File: config.mk
export PLATFORM = sky130hd
export DESIGN_NAME = multi_debouncer
export DESIGN_NICKNAME = d
export VERILOG_FILES = /design/src/rtl/multi_debouncer.sv
export SDC_FILE = /design/constraint.sdc
export NUM_CORES = 1
export LEC_CHECK = 0
export ABC_CLOCK_PERIOD_IN_PS = 2450
export CELL_PAD_IN_SITES_DETAIL_PLACEMENT = 1
export CELL_PAD_IN_SITES_GLOBAL_PLACEMENT = 2
export CORE_UTILIZATION = 30
export DETAILED_ROUTE_END_ITERATION = 6
export PLACE_DENSITY_LB_ADDON = 0.1
export REMOVE_ABC_BUFFERS = 1
export SYNTH_ARGS = -nofsm -noshare
export SYNTH_HDL_FRONTEND = slang
export SYNTH_SLANG_ARGS = --single-unit
File: constraint.sdc
create_clock -name clk -period 2.45 [get_ports clk]
set_input_delay 0.49 -clock clk [delete_from_list [all_inputs] [get_ports clk]]
set_output_delay 0.49 -clock clk [all_outputs]
set_load 0.02 [all_outputs]
File: src/rtl/multi_debouncer.sv
// N-channel push-button debouncer: two-flop synchroniser, symmetric stability
// filter, press/release strobes and optional hold-to-repeat strobe train.
module multi_debouncer #(
  parameter int unsigned CHANNELS     = 4,
  parameter int unsigned CNT_W        = 24,
  parameter int unsigned STABLE_COUNT = 16777215,
  parameter bit          REPEAT_EN    = 1'b1,
  parameter int unsigned HOLD_W       = 28,
  parameter int unsigned REPEAT_DELAY = 50000000,
  parameter int unsigned REPEAT_RATE  = 10000000
) (
  input  logic                clk,
  input  logic                reset,
  input  logic [CHANNELS-1:0] button,
  output logic [CHANNELS-1:0] level,
  output logic [CHANNELS-1:0] press,
  output logic [CHANNELS-1:0] release_pulse,
  output logic [CHANNELS-1:0] repeat_pulse
);

  localparam logic [CNT_W-1:0]  CNT_LAST   = CNT_W'(STABLE_COUNT - 1);
  localparam logic [HOLD_W-1:0] DELAY_LAST = HOLD_W'(REPEAT_DELAY - 1);
  localparam logic [HOLD_W-1:0] RATE_LAST  = HOLD_W'(REPEAT_RATE - 1);

  // Phase of the hold counter: waiting for the first repeat, or in the repeat train.
  typedef enum logic {
    PH_DELAY = 1'b0,
    PH_RATE  = 1'b1
  } phase_e;

  logic [CHANNELS-1:0] sync1_q;
  logic [CHANNELS-1:0] sync2_q;

  // Two-flop synchroniser on the raw asynchronous buttons.
  always_ff @(posedge clk) begin
    if (reset) begin
      sync1_q <= '0;
      sync2_q <= '0;
    end else begin
      sync1_q <= button;
      sync2_q <= sync1_q;
    end
  end

  for (genvar ch = 0; ch < CHANNELS; ch++) begin : g_ch
    logic [CNT_W-1:0] cnt_q;
    logic [CNT_W-1:0] cnt_d;
    logic             level_q;
    logic             level_d;
    logic             press_q;
    logic             press_d;
    logic             rel_q;
    logic             rel_d;

    always_ff @(posedge clk) begin
      if (reset) begin
        cnt_q   <= '0;
        level_q <= 1'b0;
        press_q <= 1'b0;
        rel_q   <= 1'b0;
      end else begin
        cnt_q   <= cnt_d;
        level_q <= level_d;
        press_q <= press_d;
        rel_q   <= rel_d;
      end
    end

    // Any sample agreeing with the current level discards all accumulated credit.
    always_comb begin
      cnt_d   = '0;
      level_d = level_q;
      press_d = 1'b0;
      rel_d   = 1'b0;
      if (sync2_q[ch] != level_q) begin
        if (cnt_q == CNT_LAST) begin
          level_d = sync2_q[ch];
          press_d = sync2_q[ch];
          rel_d   = ~sync2_q[ch];
        end else begin
          cnt_d = cnt_q + CNT_W'(1);
        end
      end
    end

    assign level[ch]         = level_q;
    assign press[ch]         = press_q;
    assign release_pulse[ch] = rel_q;

    if (REPEAT_EN) begin : g_hold
      logic [HOLD_W-1:0] hold_q;
      logic [HOLD_W-1:0] hold_d;
      phase_e            phase_q;
      phase_e            phase_d;
      logic              rpt_q;
      logic              rpt_d;

      always_ff @(posedge clk) begin
        if (reset) begin
          hold_q  <= '0;
          phase_q <= PH_DELAY;
          rpt_q   <= 1'b0;
        end else begin
          hold_q  <= hold_d;
          phase_q <= phase_d;
          rpt_q   <= rpt_d;
        end
      end

      // Counting only while held and not falling this cycle, so a repeat
      // coinciding with the release edge is dropped.
      always_comb begin
        hold_d  = '0;
        phase_d = PH_DELAY;
        rpt_d   = 1'b0;
        if (level_q && level_d) begin
          hold_d  = hold_q + HOLD_W'(1);
          phase_d = phase_q;
          case (phase_q)
            PH_DELAY: begin
              if (hold_q == DELAY_LAST) begin
                rpt_d   = 1'b1;
                hold_d  = '0;
                phase_d = PH_RATE;
              end
            end
            PH_RATE: begin
              if (hold_q == RATE_LAST) begin
                rpt_d  = 1'b1;
                hold_d = '0;
              end
            end
            default: begin
              phase_d = PH_DELAY;
              hold_d  = '0;
            end
          endcase
        end
      end

      assign repeat_pulse[ch] = rpt_q;
    end else begin : g_no_hold
      assign repeat_pulse[ch] = 1'b0;
    end

    property p_no_press_and_release;
      @(posedge clk) disable iff (reset) !(press_q && rel_q);
    endproperty
    a_no_press_and_release: assert property (p_no_press_and_release);
  end

endmodule

==> impl_metrics.csv, run 1 <==
group,metric,value,unit
outcome,outcome,"completed",
yosys,yosysWarnings,0,
yosys,async_flop_share,0,
cts,cts.reportedPaths.clkPinSlew,60,ps
sta,tns,0,ps
detailed_routing,viasPerCell,4.72,
detailed_routing,drt_iter0_drc,248,
finish,register_area,4720,µm²
cts,clock-sinks,236,
worst_hold_path,holdPathStages,1,
worst_setup_path,reg2regPathDepth,6,
cts,ctsHtreeMaxLevel,1,
placed_design,hpwl,15.8,mm
detailed_routing,drc,0,
finish,layout-drive-gt1-share,0.0674,
sta,report.final.slew_viol_count,0,
placed_design,dpl_worst_slack,216,ps
worst_setup_path,r2r-start,"g_ch[3].g_hold.hold_q[25]",
pwr,power,7.99,mW
cts,cts.path.max_buffers,3,
worst_setup_path,timing.critical_path.to_type,"output port",
finish,multi_input_area,5240,µm²
worst_setup_path,reg2reg_slack,310,ps
sta,worst_pin_slew,623,ps
finish,antenna_cells,0,
floorplanning,dieArea,35200,µm²
pwr,p_leak,3.69,nW
worst_setup_path,slowest_delay,650,ps
yosys,seq_area_frac_synth,0.457,
sta,worst_slack,293,ps
sta,rsz0062_at_grt,"no",
floorplanning,ios,22,
pwr,share_comb_of_total_power,0.007,
cts,cts-root-buf,"clkbuf_16",
cts,cts_buffers,29,
pwr,power.internal,6.33,mW
global_route,grt_overflow,0,
sta,fmax,0.464,GHz
pwr,p_sw_frac,0.208,
worst_hold_path,min-delay-start,"sync1_q[3]",
placed_design,io_buffers,21,
yosys,ys_ff_latch,236,
yosys,yosys_most_used_dff,"dfxtp_1",
placed_design,dp.cells,1644,
worst_setup_path,crit_path_cell_trace,"clkdlybuf4s50_1",
floorplanning,rows,67,
yosys,yosysUniqueCellTypes,45,
floorplanning,start_util,0.307,
global_route,grt_pass1_vias,8066,
detailed_routing,vias,8003,
placed_design,gp_congestion,0.722,
sta,maxSlewHeadroom,0.583,
finish,final_util,0.358,
detailed_routing,wl_per_cell,13.6,µm
sta,min_period,2160,ps
worst_setup_path,required,1960,ps
global_route,grt_pass1_wl,40.2,mm
pwr,p_clk_frac,0.511,
cts,clkLatencyLatePin,550,ps
detailed_routing,dr.pass1.iters,6,
detailed_routing,routed_wl,23.1,mm
floorplanning,die-height,188,µm
finish,stdcell_count,1694,
run,maxCapViolCount,0,
worst_setup_path,critical_path_class,"flip-flop to output port",
finish,final_common_cell,"nor2_1",
sta,finalSetupViolations,0,
worst_setup_path,reg2reg_to,"g_ch[3].g_hold.hold_q[9]",
worst_setup_path,crit_family,"buffers and inverters",
global_route,grt_max_degree,29,
worst_setup_path,start_kind,"flip-flop",
worst_setup_path,crit_path_max_fanout,5,
sta,fin_worst_skew,19.7,ps
sta,hold_viol_final,0,
detailed_routing,ant_nets,0,
yosys,syn_inst,1191,
yosys,synth_area,10300,µm²
cts,cts_tree,"yes",
finish,nets,1245,
yosys,synth_edf_count,0,
finish,syn_to_final_growth,16.6,%
yosys,avgSynthCellArea,8.68,µm²
pwr,p_seq_frac,0.482,
finish,fillerInstances,3968,
worst_setup_path,cp_slowest_cell,"clkdlybuf4s50_1",
floorplanning,core,33700,µm²
floorplanning,die_x,188,µm
pwr,peakVddDrop,0.512,mV
worst_hold_path,hp-class,"flip-flop to flip-flop",
global_route,gr-usage-all-layers,0.134,
pwr,p_switching,1.66,mW
sta,fin_crit_sh,0.880,
global_route,antenna_found_initial,1,
finish,layout_common_cells,"nor2_1, dfxtp_1, xnor2_1, xor2_1, nand3_1",
cts,cts_setup_buffers,0,
worst_setup_path,critPathArrivalTime,1670,ps
worst_setup_path,critPathBufInv,1,
worst_hold_path,whs_endpoint,"sync2_q[3]",
pwr,power_density,663,nW/µm²
## metal layers
| metal | vias up | wire length, µm | global-route usage |
|---|---|---|---|
| met5 | - | 0 | 0 |
| met4 | 0 | 504 | 0.0344 |
| met3 | 35 | 687 | 0.0238 |
| met2 | 64 | 10200 | 0.219 |
| met1 | 3811 | 11700 | 0.182 |
| li1 | 4093 | - | - |
## stage by stage
step / area, µm² / hold WS, ps
2_1_floorplan: 10100 / 414
3_3_place_gp: 11100 / 418
3_5_place_dp: 11100 / 425
4_1_cts: 12000 / 437
5_1_grt: 12100 / 454
6_report: 12100 / 430
## cells by family (layout without fill, tap and decap cells)
group | count (synthesis) | after routing | share of synthesized area
flops | 236 | 236 | 0.457
mux | 2 | 2 | 0.00194
simple gates | 656 | 656 | 0.313
compound gates | 21 | 21 | 0.0140
buf+inv | 72 | 127 | 0.0367
xor+xnor | 192 | 192 | 0.163
fa+ha+maj | 12 | 12 | 0.0145
## worst register-to-register path, delay by kind of cell (launching register included)
family / cells / cell delay (ps)
AND/OR/NAND/NOR: 4 / 1200
flip-flops: 1 / 340
buffers and inverters: 1 / 260
AO/OA/AOI/OAI: 1 / 230
## cell usage after synthesis, types with 8 or more instances
cell | n | area [µm²]
and3_1 | 21 | 131
xor2_1 | 96 | 841
xnor2_1 | 96 | 841
ha_1 | 12 | 150
buf_4 | 20 | 150
nand2_1 | 75 | 282
and4_1 | 16 | 140
and2_1 | 8 | 50.1
buf_2 | 8 | 40.0
nand3_1 | 79 | 395
nor2b_1 | 11 | 68.8
nor3_1 | 42 | 210
or3_1 | 9 | 56.3
inv_1 | 27 | 101
clkbuf_1 | 13 | 48.8
dfxtp_1 | 236 | 4720
nand4_1 | 60 | 375
nor2_1 | 262 | 983
nor4_1 | 33 | 206
## flip-flops by register name (all words and copies together) (netlist names)
register / count
sync1_q: 4
g_ch.g_hold.phase_q: 4
sync2_q: 4
g_ch.g_hold.rpt_q: 4
g_ch.level_q: 4
g_ch.rel_q: 4
g_ch.g_hold.hold_q: 112
g_ch.press_q: 4
g_ch.cnt_q: 96
## power by group through the flow
stage | Combinational [mW] | Sequential (mW) | Clock (mW)
2_1_floorplan | 0.0197 | 3.94 | 0
3_3_place_gp | 0.0552 | 3.94 | 0
3_5_place_dp | 0.0558 | 3.94 | 0
4_1_cts | 0.0560 | 3.85 | 4.26
5_1_grt | 0.0606 | 3.85 | 4.45
6_report | 0.0537 | 3.85 | 4.08
## layout make-up
| type | count | share of cell area |
|---|---|---|
| Clock inverter | 4 | 0.00197 |
| Sequential cell | 236 | 0.392 |
| Timing Repair Buffer | 50 | 0.0428 |
| Multi-Input combinational cell | 883 | 0.435 |
| Inverter | 27 | 0.00841 |
| Tap cell | 448 | 0.0465 |
| Clock buffer | 46 | 0.0738 |
## how the worst max path moves through the flow
stage	startpoint	to	slack (ps)	depth (start not counted)
finish	g_ch[2].level_q	level[2]	290	1
global route	g_ch[2].g_hold.hold_q[0]	g_ch[2].g_hold.hold_q[4]	100	7
CTS	g_ch[2].level_q	level[2]	210	1
detailed placement	g_ch[2].cnt_q[12]	g_ch[2].cnt_q[7]	220	6
global placement	g_ch[2].cnt_q[12]	g_ch[2].cnt_q[7]	190	6
floorplan	g_ch[1].cnt_q[8]	g_ch[1].g_hold.hold_q[10]	90	5
## timing repair
action / 4_1_cts / 5_1_grt
hold buffers: 0 / 0
resized for setup: 0 / 1
endpoints found under the hold margin: 0 / 0
endpoints found under the setup margin: 0 / 1
Power figures use the tool's default switching activity.
==> run 2: changes to the inputs <==
--- a/config.mk
+++ b/config.mk
@@ -6,10 +6,12 @@
 export NUM_CORES = 1
 export LEC_CHECK = 0
 export ABC_CLOCK_PERIOD_IN_PS = 2450
+export CAP_MARGIN = 40
 export CELL_PAD_IN_SITES_DETAIL_PLACEMENT = 1
 export CELL_PAD_IN_SITES_GLOBAL_PLACEMENT = 2
 export CORE_UTILIZATION = 30
 export DETAILED_ROUTE_END_ITERATION = 6
+export GPL_ROUTABILITY_DRIVEN = 0
 export PLACE_DENSITY_LB_ADDON = 0.1
 export REMOVE_ABC_BUFFERS = 1
 export SYNTH_ARGS = -nofsm -noshare
==> results of run 2 <==
No change in the layout: final DEF, timing and power equal those of run 1.
